===== src/rtl/dds_sweep_ctrl.sv =====
// dds_sweep_ctrl: linear frequency-sweep sequencer feeding the K (frequency)
// and P (phase offset) inputs of the DDS phase-accumulator core.
// Supports single-shot, repeating sawtooth and triangle sweeps with a
// programmable per-value dwell, abort, and configuration-error reporting.
module dds_sweep_ctrl #(
  parameter int unsigned KW = 32,
  parameter int unsigned PW = 11,
  parameter int unsigned DW = 16
) (
  input  logic          clk,
  input  logic          rst,
  input  logic          start,
  input  logic          abort,
  input  logic [1:0]    mode,
  input  logic [KW-1:0] k_start,
  input  logic [KW-1:0] k_stop,
  input  logic [KW-1:0] k_step,
  input  logic [DW-1:0] dwell,
  input  logic [PW-1:0] p_cfg,
  output logic [KW-1:0] k_out,
  output logic [PW-1:0] p_out,
  output logic          k_valid,
  output logic          busy,
  output logic          done,
  output logic          err
);

  typedef enum logic [2:0] {
    S_IDLE,
    S_LOAD,
    S_DWELL,
    S_STEP,
    S_DONE
  } state_e;

  typedef enum logic [1:0] {
    M_SINGLE,
    M_REPEAT,
    M_TRIANGLE
  } sweep_e;

  state_e        state_q;
  sweep_e        mode_q;
  logic [KW-1:0] kstart_q;
  logic [KW-1:0] kstop_q;
  logic [KW-1:0] kstep_q;
  logic [DW-1:0] dwell_q;
  logic [PW-1:0] pcfg_q;
  logic [DW-1:0] cnt_q;
  logic          dir_dn_q;
  logic [KW-1:0] k_out_q;
  logic [PW-1:0] p_out_q;
  logic          k_valid_q;
  logic          busy_q;
  logic          done_q;
  logic          err_q;

  logic [KW:0]   sum_c;
  logic [KW-1:0] up_c;
  logic [KW-1:0] span_c;
  logic [KW-1:0] dn_c;
  logic [KW-1:0] k_next_c;
  logic          dir_dn_next_c;
  logic          end_single_c;
  logic [DW-1:0] dwell_m1_c;
  logic          cfg_bad_c;

  // Saturating up/down step candidates and end-of-leg handling for STEP.
  always_comb begin
    sum_c         = {1'b0, k_out_q} + {1'b0, kstep_q};
    up_c          = (sum_c > {1'b0, kstop_q}) ? kstop_q : sum_c[KW-1:0];
    span_c        = k_out_q - kstart_q;
    dn_c          = (span_c <= kstep_q) ? kstart_q : (k_out_q - kstep_q);
    k_next_c      = k_out_q;
    dir_dn_next_c = dir_dn_q;
    end_single_c  = 1'b0;
    if (!dir_dn_q) begin
      if (k_out_q == kstop_q) begin
        case (mode_q)
          M_REPEAT: k_next_c = kstart_q;
          M_TRIANGLE: begin
            k_next_c      = dn_c;
            dir_dn_next_c = 1'b1;
          end
          default: end_single_c = 1'b1;
        endcase
      end else begin
        k_next_c = up_c;
      end
    end else begin
      if (k_out_q == kstart_q) begin
        k_next_c      = up_c;
        dir_dn_next_c = 1'b0;
      end else begin
        k_next_c = dn_c;
      end
    end
  end

  // Dwell terminal count (a dwell of 0 behaves as 1) and config validity.
  always_comb begin
    dwell_m1_c = (dwell_q == '0) ? '0 : (dwell_q - DW'(1));
    cfg_bad_c  = (kstep_q == '0) || (kstart_q > kstop_q);
  end

  // Sweep state machine with registered outputs.
  always_ff @(posedge clk) begin
    if (rst) begin
      state_q   <= S_IDLE;
      mode_q    <= M_SINGLE;
      kstart_q  <= '0;
      kstop_q   <= '0;
      kstep_q   <= '0;
      dwell_q   <= '0;
      pcfg_q    <= '0;
      cnt_q     <= '0;
      dir_dn_q  <= 1'b0;
      k_out_q   <= '0;
      p_out_q   <= '0;
      k_valid_q <= 1'b0;
      busy_q    <= 1'b0;
      done_q    <= 1'b0;
      err_q     <= 1'b0;
    end else begin
      k_valid_q <= 1'b0;
      done_q    <= 1'b0;
      err_q     <= 1'b0;
      if (abort && (state_q != S_IDLE)) begin
        state_q <= S_IDLE;
        busy_q  <= 1'b0;
      end else begin
        case (state_q)
          S_IDLE: begin
            if (start && !abort) begin
              case (mode)
                2'b01:   mode_q <= M_REPEAT;
                2'b10:   mode_q <= M_TRIANGLE;
                default: mode_q <= M_SINGLE;
              endcase
              kstart_q <= k_start;
              kstop_q  <= k_stop;
              kstep_q  <= k_step;
              dwell_q  <= dwell;
              pcfg_q   <= p_cfg;
              state_q  <= S_LOAD;
              busy_q   <= 1'b1;
            end
          end
          S_LOAD: begin
            if (cfg_bad_c) begin
              err_q   <= 1'b1;
              busy_q  <= 1'b0;
              state_q <= S_IDLE;
            end else begin
              k_out_q   <= kstart_q;
              p_out_q   <= pcfg_q;
              k_valid_q <= 1'b1;
              dir_dn_q  <= 1'b0;
              cnt_q     <= '0;
              state_q   <= S_DWELL;
            end
          end
          S_DWELL: begin
            if (cnt_q == dwell_m1_c) begin
              cnt_q   <= '0;
              state_q <= S_STEP;
            end else begin
              cnt_q <= cnt_q + DW'(1);
            end
          end
          S_STEP: begin
            if (end_single_c) begin
              done_q  <= 1'b1;
              busy_q  <= 1'b0;
              state_q <= S_DONE;
            end else begin
              k_out_q   <= k_next_c;
              k_valid_q <= (k_next_c != k_out_q);
              dir_dn_q  <= dir_dn_next_c;
              cnt_q     <= '0;
              state_q   <= S_DWELL;
            end
          end
          S_DONE: begin
            state_q <= S_IDLE;
          end
          default: begin
            state_q <= S_IDLE;
            busy_q  <= 1'b0;
          end
        endcase
      end
    end
  end

  assign k_out   = k_out_q;
  assign p_out   = p_out_q;
  assign k_valid = k_valid_q;
  assign busy    = busy_q;
  assign done    = done_q;
  assign err     = err_q;

endmodule


===== config.mk =====
export PLATFORM = sky130hd
export DESIGN_NAME = dds_sweep_ctrl
export DESIGN_NICKNAME = d
export VERILOG_FILES = /design/src/rtl/dds_sweep_ctrl.sv
export SDC_FILE = /design/constraint.sdc
export NUM_CORES = 1
export LEC_CHECK = 0
export BUFFER_PORTS_ARGS = -buffer_cell sky130_fd_sc_hd__buf_2
export CORE_MARGIN = 2
export CORE_UTILIZATION = 55
export DETAILED_ROUTE_END_ITERATION = 16
export GPL_TIMING_DRIVEN = 0
export PLACE_DENSITY = 0.75
export SYNTH_ARGS = -nofsm -noshare
export SYNTH_HDL_FRONTEND = slang
export SYNTH_SLANG_ARGS = --single-unit

===== constraint.sdc =====
create_clock -name clk -period 11.9 [get_ports clk]
set_input_delay 3.57 -clock clk [delete_from_list [all_inputs] [get_ports clk]]
set_output_delay 3.57 -clock clk [all_outputs]
set_load 0.02 [all_outputs]

Yosys cells after proc, flatten, opt, wreduce, memory -nomap -nowiden
Cells that the tools add are included. Widths: inputs -> output; s select.

Bitwise gates (word level): 5. Equal/unequal tests: 18. Reductions and logical operators: 21. Mux-type cells: 39. Add/sub/neg operators: 5. Order comparisons: 3.

Operators by type and width (number): $mux 32 (7); $pmux 32 s2 (2); $eq 32x32->1 (2); $mux 16 (4); $sub 32x32->32 (2); $pmux 16 s3 (1); $add 32x32->33 (1); $gt 33x32->1 (1); $gt 32x32->1 (1); $le 32x32->1 (1); $logic_not 32->1 (1); $ne 32x32->1 (1); $add 16x1->16 const B (1); $eq 16x16->1 (1); $logic_not 16->1 (1); $mux 1 (16); $sub 16x1->16 const B (1); $ne 2x2->1 const B (6); $pmux 3 s4 (1); $reduce_and 4->1 (3); $mux 3 (3); $eq 3x2->1 const B (2); $reduce_and 3->1 (2); $reduce_bool 3->1 (2); other kinds (17) (28).

Input port bits: 129. Logic and storage cells: 106. Register bits after elaboration: 192. Output and inout port bits: 47.

Depth between registers and ports, before layout
Gate-level depths: netlist of the first run.

Word-level depth: 9. Mapped depth: 38. Mapped depth without buffers: 34.

Least setup slack after synthesis of the first run
OpenSTA, ideal clock, no wires.

Path type: reg2reg. Start point: reg k_out_q[1], in the netlist k_out[1]. End point: reg k_valid_q, in the netlist k_valid. Cell stages (with the launch flop): 35. Arrival: 7.430 ns. Clock period less this slack: 7.556 ns. Data required time: 11.774 ns. Library setup time: 0.126 ns. Slack: 4.344 ns. Buffers on the path: 1. Cells stage by stage: dfxtp_1 -> inv_1 -> fa_1 -> nor2b_1 -> o21ai_0 -> a21boi_0 -> o21ai_0 -> a21boi_0 -> o21ai_0 -> a211oi_1 -> or3_1 -> a41oi_1 -> o21ai_0 -> a21oi_1 -> o21ai_0 -> a21o_1 -> a21oi_1 -> xnor2_1 -> ha_1 -> nand4_2 -> nor3_1 -> a221o_1 -> o31a_1 -> or2_1 -> buf_4 -> a221oi_1 -> o21bai_1 -> nor2_1 -> o31ai_1 -> nand3_1 -> or4_1 -> or3_1 -> or4_1 -> a2111oi_2 -> a21oi_1.

Word-level cells in the longest chain between the ends: 9. Elaborated cells on any way between the ends: 18. Those cells by class: 3 x add/sub; 2 x order compare; 3 x eq/ne; 10 x mux.

Ends and longest elaborated chain: start: declaration (line 51) `logic [KW-1:0] k_out_q;`; start signal: assignment (line 155) `k_out_q <= kstart_q;`; start signal: assignment (line 177) `k_out_q <= k_next_c;`; $sub 32x32->32 (line 72) `span_c = k_out_q - kstart_q;`; $le 32x32->1 (line 73) `dn_c = (span_c <= kstep_q) ? kstart_q : (k_out_q - kstep_q);`; $mux 32 (line 73); $pmux 32 s2 (line 79) `case (mode_q)`; $mux 32 (line 78) `if (k_out_q == kstop_q) begin`; $mux 32 (line 77) `if (!dir_dn_q) begin`; $ne 32x32->1 (line 178) `k_valid_q <= (k_next_c != k_out_q);`; $mux 1 * (line 172) `if (end_single_c) begin`; $pmux 1 s2 * (line 132) `case (state_q)`; end signal: assignment (line 178); end: declaration (line 53) `logic k_valid_q;`.

Mark *: on every way between the ends. The rest lies on a longest branch, timed or not. A chain may end at the register's enable or synchronous reset.

Worst setup path after layout of the first run
Ends and elaborated chain as after synthesis.

==> impl_metrics.json, run 1 <==
{
  "max_freq_mhz": 88.4,
  "crit_start": "k_out[1]",
  "arrival_ns": 11.65,
  "r2r_cells": 35,
  "coreArea_um2": 32500,
  "irDropWorstVdd_uv": 121,
  "yosys_register_bits": 192,
  "placed_area_um2": 19500,
  "clock-sinks": 192,
  "power_density_nw_per_um2": 140,
  "timing.final.crit_share_pct": 95.1,
  "ys_warn_count": 0,
  "regToRegSetupSlack_ns": 0.58,
  "layout_min_cycle_time_ns": 11.32,
  "route.vias.total": 20900,
  "clk_pin_slew_worst_paths_ns": 0.09,
  "tightest_slew_ns": 1.45,
  "hold_violations": 0,
  "start_util_pct": 55.7,
  "yosysMostFrequentCell": "nand2_1",
  "crit_type": "reg2reg",
  "slew_violations": 0,
  "post_cts_resized": 0,
  "stdcell_count": 3171,
  "dr.pass1.iters": 6,
  "grt_pass1_wl_um": 118000,
  "overflow": 0,
  "finalClockSkew_ns": 0.0185,
  "fillCellCount": 3003,
  "rsz0062_at_grt": "no",
  "dr.first_iter.drc_count": 2485,
  "synth_top_area_cell": "dfxtp_1",
  "holdBufCountCts": 0,
  "clk_latency_ns": 0.47,
  "design_area_um2": 20100,
  "cts-root-buf": "clkbuf_16",
  "dp_cells": 3139,
  "regArea_um2": 3840,
  "gp_congestion": 1.07,
  "gr-usage-all-layers_pct": 46.6,
  "synth_area_leaders": "dfxtp_1 21%, ha_1 13%, a21oi_1 8.6%",
  "syn_nets": 2849,
  "violations": "max-capacitance violations",
  "synth.distinct_cells": 97,
  "postRouteAntennaNets": 0,
  "hpwl_um": 65500,
  "crit_family": "compound AO/OA/AOI/OAI gates",
  "drv_cap": 1,
  "antennaDiodeCount": 0,
  "nets": 3042,
  "vias_per_cell": 6.60,
  "cts_setup_buffers": 0,
  "slowest_delay_ns": 0.94,
  "status": "finished with violations",
  "cp.depth": 35,
  "drt-total-wl_um": 81300,
  "end_kind": "register",
  "synthArstFlopShare_pct": 0,
  "postSynthAreaPerCell_um2": 7.17,
  "dieWidth_um": 185,
  "tritoncts": "built",
  "hold_class": "reg2reg",
  "synth_ff_type": "dfxtp_1",
  "cp-endpoint": "k_valid",
  "num_io_pins": 176,
  "area_growth_syn_to_layout_pct": 11.3,
  "multi_input_area_um2": 13000,
  "leakagePower_nw": 8.34,
  "worst-path-buf-inv": 3,
  "numPortBuffers": 174,
  "synth_common_cells": "395 x nand2_1, 312 x a21oi_1, 202 x nor2_1, 194 x ha_1, 192 x dfxtp_1",
  "slew_headroom_pct": 2.06,
  "wire_per_inst_um": 25.7,
  "clk_path_buf_depth": 2,
  "synth_edf_count": 0,
  "r2r_start": "k_out[1]",
  "path_max_fanout": 12,
  "required_ns": 12.23,
  "crit_path_top_delay_cell": "dfxtp_1",
  "grt_pass1_vias": 19600,
  "die_y_um": 185,
  "drcViolationCount": 0,
  "antenna_found_initial": 2,
  "seq_area_frac_synth_pct": 21.3,
  "h-tree-depth": 4,
  "synth_area_um2": 18100,
  "synthCells": 2523,
  "r2r-end": "k_valid",
  "synth_top_area_share_pct": 21.3,
  "cp_common_cell": "o21ai_0",
  "worstSetupStartpointType": "register",
  "setup_viol": 0,
  "rows": 66,
  "drive_gt1_share_pct": 10.0,
  "finalSetupTns_ns": 0,
  "cts-buffers-inserted": 17,
  "dieArea_um2": 34300,
  "grt_max_degree": 20
}
-- state kept, by name, indices dropped and copies added, names as in the netlist --
name	flops
k_valid	1
p_out	11
dwell_q	16
state_q	3
cnt_q	16
pcfg_q	11
kstep_q	32
kstop_q	32
err	1
k_out	32
done	1
busy	1
dir_dn_q	1
kstart_q	32
mode_q	2
-- tightest hold or removal path, delay by kind of cell (launching register included) --
kind / cells / cell delay (ns)
and+or+nand+nor: 1 / 0.05
DFF: 1 / 0.31
AOI/OAI and AO/OA: 1 / 0.05
-- layout make-up --
| class | instances | area share (%) |
|---|---|---|
| Buffer | 141 | 2.93 |
| Timing Repair Buffer | 174 | 4.33 |
| Clock inverter | 15 | 0.970 |
| Clock buffer | 17 | 2.11 |
| Inverter | 162 | 3.02 |
| Sequential cell | 192 | 19.1 |
| Multi-Input combinational cell | 2028 | 64.8 |
| Tap cell | 442 | 2.75 |
-- how the worst min path moves through the flow --
stage | from | cells after the start | endpoint | slack, ns
CTS | pcfg_q[0] | 2 | pcfg_q[0] | 0.46
detailed placement | pcfg_q[0] | 2 | pcfg_q[0] | 0.45
floorplan | pcfg_q[0] | 2 | pcfg_q[0] | 0.44
global route | pcfg_q[1] | 2 | pcfg_q[1] | 0.48
global placement | pcfg_q[1] | 2 | pcfg_q[1] | 0.44
finish | pcfg_q[3] | 2 | pcfg_q[3] | 0.46
-- cells in the final DEF, fill, tap and decap left out, types with 44 or more instances in the layout --
master / n
nand2_1: 395
xnor2_1: 73
nor3_1: 52
inv_1: 161
nor2_1: 202
a21oi_1: 312
a211oi_1: 44
o21ai_0: 116
dfxtp_1: 192
ha_1: 194
nand3_1: 44
xor2_1: 75
buf_2: 189
clkbuf_1: 109
-- power breakdown --
group	total (W)	switching [W]	internal (W)
Clock	0.000640	0.000318	0.000322
Combinational	0.00144	0.000928	0.000515
Sequential	0.000739	0.0000677	0.000671
Total	0.00282	0.00131	0.00151
-- kinds of logic (layout without fill, tap and decap cells) --
family                     count (synthesis)  count (layout)  share of synthesized area, %
and+or+nand+nor                          909             909                          23.3
xor gates and xnor gates                 148             148                          7.17
DFF                                      192             192                          21.3
AOI/OAI and AO/OA                        752             752                          26.6
buffers and inverters                    303             509                          6.63
muxes                                     22              22                          1.26
adders and majority gates                197             197                          13.8
-- stage by stage --
step	utilization [%]	setup WS, ns	hold WS (ns)	power [W]
4_1_cts	62.0	1.23	0.460	0.00275
3_3_place_gp	60.1	1.21	0.442	0.00210
6_report	62.0	0.584	0.457	0.00282
5_1_grt	62.0	0.433	0.481	0.00293
2_1_floorplan	-	4.34	0.436	0.00168
3_5_place_dp	60.1	1.31	0.449	0.00212
-- routing by layer --
layer	routed length [um]	vias up	part of all wire [%]	track usage, %
met1	31400	9763	39	57.6
met5	11	-	0.014	0
li1	-	9399	-	-
met3	9120	336	11	10.3
met2	34500	1425	42	72.4
met4	6360	2	7.8	31.1
No activity file was read; power rests on OpenSTA's default activity.
==> run 2, diff against run 1 <==
Settings changed: CORE_UTILIZATION 55 to 45, PLACE_DENSITY 0.75 to unset.
==> run 2 against run 1 <==
Net effect:
- the flow now finishes without violations
- critical path type unchanged
- critical endpoint unchanged
- hold slack better by 0.0010 ns
- wire length increased by 1.1%
- flip-flop and latch count unchanged
- via count decreased by 4.0%
==> impl_metrics.json, run 2 (synthesized netlist as in run 1, its figures left out) <==
{
  "status": "finished clean",
  "timing.final.crit_share_pct": 95.0,
  "num_io_pins": 176,
  "finalSetupTns_ns": 0,
  "slowest_delay_ns": 0.79,
  "gp_congestion": 1.04,
  "nets": 3043,
  "drv_cap": 0,
  "power_density_nw_per_um2": 138,
  "worstSetupStartpointType": "register",
  "wire_per_inst_um": 25.3,
  "holdBufCountCts": 0,
  "dp_cells": 3223,
  "required_ns": 12.25,
  "total_power_w": 0.00279,
  "p_seq_share_pct": 26.5,
  "start_util_pct": 45.5,
  "use_met2_pct": 61.4,
  "drcViolationCount": 0,
  "hold_class": "reg2reg",
  "cp_common_cell": "o21ai_0",
  "vias_per_cell": 6.17,
  "clk_latency_ns": 0.49,
  "pwr-share-clk_pct": 21.5,
  "dieWidth_um": 204,
  "grt_pass1_wl_um": 120000,
  "rsz0062_at_grt": "no",
  "slew_headroom_pct": 15.2,
  "area_growth_syn_to_layout_pct": 11.8,
  "layout_commonest_cell": "nand2_1",
  "dieArea_um2": 41800,
  "route.vias.total": 20100,
  "finalClockSkew_ns": 0.0165,
  "cts_setup_buffers": 0,
  "gr-usage-all-layers_pct": 38.9,
  "rows": 73,
  "drt-total-wl_um": 82300,
  "power_switching_w": 0.00132,
  "leakagePower_nw": 8.33,
  "clk_pin_slew_worst_paths_ns": 0.08,
  "clk_path_buf_depth": 2,
  "dr.first_iter.drc_count": 1848,
  "grt_max_degree": 21,
  "gr-max-usage-layer": "met2",
  "clock-sinks": 192,
  "overflow": 0,
  "coreArea_um2": 39700,
  "swShare_pct": 47.3,
  "postRouteAntennaNets": 0,
  "crit_type": "reg2reg",
  "antenna_found_initial": 4,
  "tightest_slew_ns": 1.26,
  "slew_violations": 0,
  "arrival_ns": 11.66,
  "post_cts_resized": 0,
  "worst-path-buf-inv": 3,
  "max_freq_mhz": 88.5,
  "end_kind": "register",
  "dr.pass1.iters": 6,
  "irDropWorstVdd_uv": 121,
  "hpwl_um": 67400,
  "grt_pass1_vias": 19100,
  "path_max_fanout": 12,
  "placed_area_um2": 19600,
  "die_y_um": 204,
  "layout_common_cells": "395 x nand2_1, 312 x a21oi_1, 202 x nor2_1",
  "antennaDiodeCount": 0,
  "cts-root-buf": "clkbuf_16",
  "numPortBuffers": 174,
  "use_met3_pct": 8.35,
  "drive_gt1_share_pct": 10.0,
  "grtUsageMet1_pct": 49.6,
  "cts-buffers-inserted": 17,
  "p_int_w": 0.00147,
  "crit_path_top_delay_cell": "dfxtp_1",
  "design_area_um2": 20200,
  "h-tree-depth": 4,
  "combPwrFrac_pct": 52.0,
  "layout_min_cycle_time_ns": 11.30,
  "setup_viol": 0,
  "hold_violations": 0,
  "stdcell_count": 3254,
  "tritoncts": "built",
  "crit_family": "compound AO/OA/AOI/OAI gates"
}
==> run 2: changes by cell type in the layout (fill, tap and decap cells not counted) <==
| cell | delta |
|---|---|
| clkinv_8 | +1 |
| o311ai_0 | -1 |
| clkinvlp_4 | +1 |
| inv_12 | +2 |
| inv_8 | -1 |
| clkinv_4 | -1 |
| o311ai_1 | +1 |
| bufinv_16 | -2 |
| buf_2 | +1 |
| clkinv_2 | -1 |
==> run 2: cell type report <==
class / instances / area (um2)
fill: 4124 / 19500
multi-input combinational: 2028 / 13000
sequential: 192 / 3840
timing repair buffer: 175 / 876
tap: 525 / 657
inverter: 162 / 608
buffer: 141 / 591
clock buffer: 17 / 425
clock inverter: 14 / 166
==> run 2: layer usage <==
metal	vias to the layer above	wire length, um
met2	965	35800
met1	9498	34700
met5	-	28
met4	4	4370
li1	9400	-
met3	213	7430
==> run 2: through the flow <==
step	hold WS (ns)	setup slack (ns)	util (%)
floorplan	0.436	4.34	-
finish	0.458	0.596	50.9
global placement	0.442	1.06	49.3
detailed placement	0.449	1.08	49.4
global route	0.485	0.235	50.9
CTS	0.460	1.06	50.9
==> run 2: final timing paths <==
check / cells past startpoint / slack [ns] / end / startpoint
worst max-delay path: 35 / 0.60 / k_valid / k_out[1]
worst min-delay path: 2 / 0.46 / pcfg_q[0] / pcfg_q[0]
worst max register to register: 35 / 0.60 / k_valid / k_out[1]
worst min register to register: 2 / 0.46 / pcfg_q[0] / pcfg_q[0]
==> run 2: power groups by stage <==
stage | clock, W | sequential (W) | combinational, W
6_report | 0.000599 | 0.000738 | 0.00145
5_1_grt | 0.000631 | 0.000739 | 0.00156
4_1_cts | 0.000610 | 0.000734 | 0.00141
3_5_place_dp | 0 | 0.000749 | 0.00140
3_3_place_gp | 0 | 0.000749 | 0.00138
2_1_floorplan | 0 | 0.000724 | 0.000955
==> run 2: worst register-to-register path, delay by kind of cell (launching register included) <==
family	cells	cell delay, ns
XOR/XNOR	1	0.14
AND/OR/NAND/NOR	10	2.68
AO/OA/AOI/OAI	19	5.40
buffers and inverters	3	1.31
adder cells (fa/ha/maj)	2	0.83
flip-flops	1	0.79
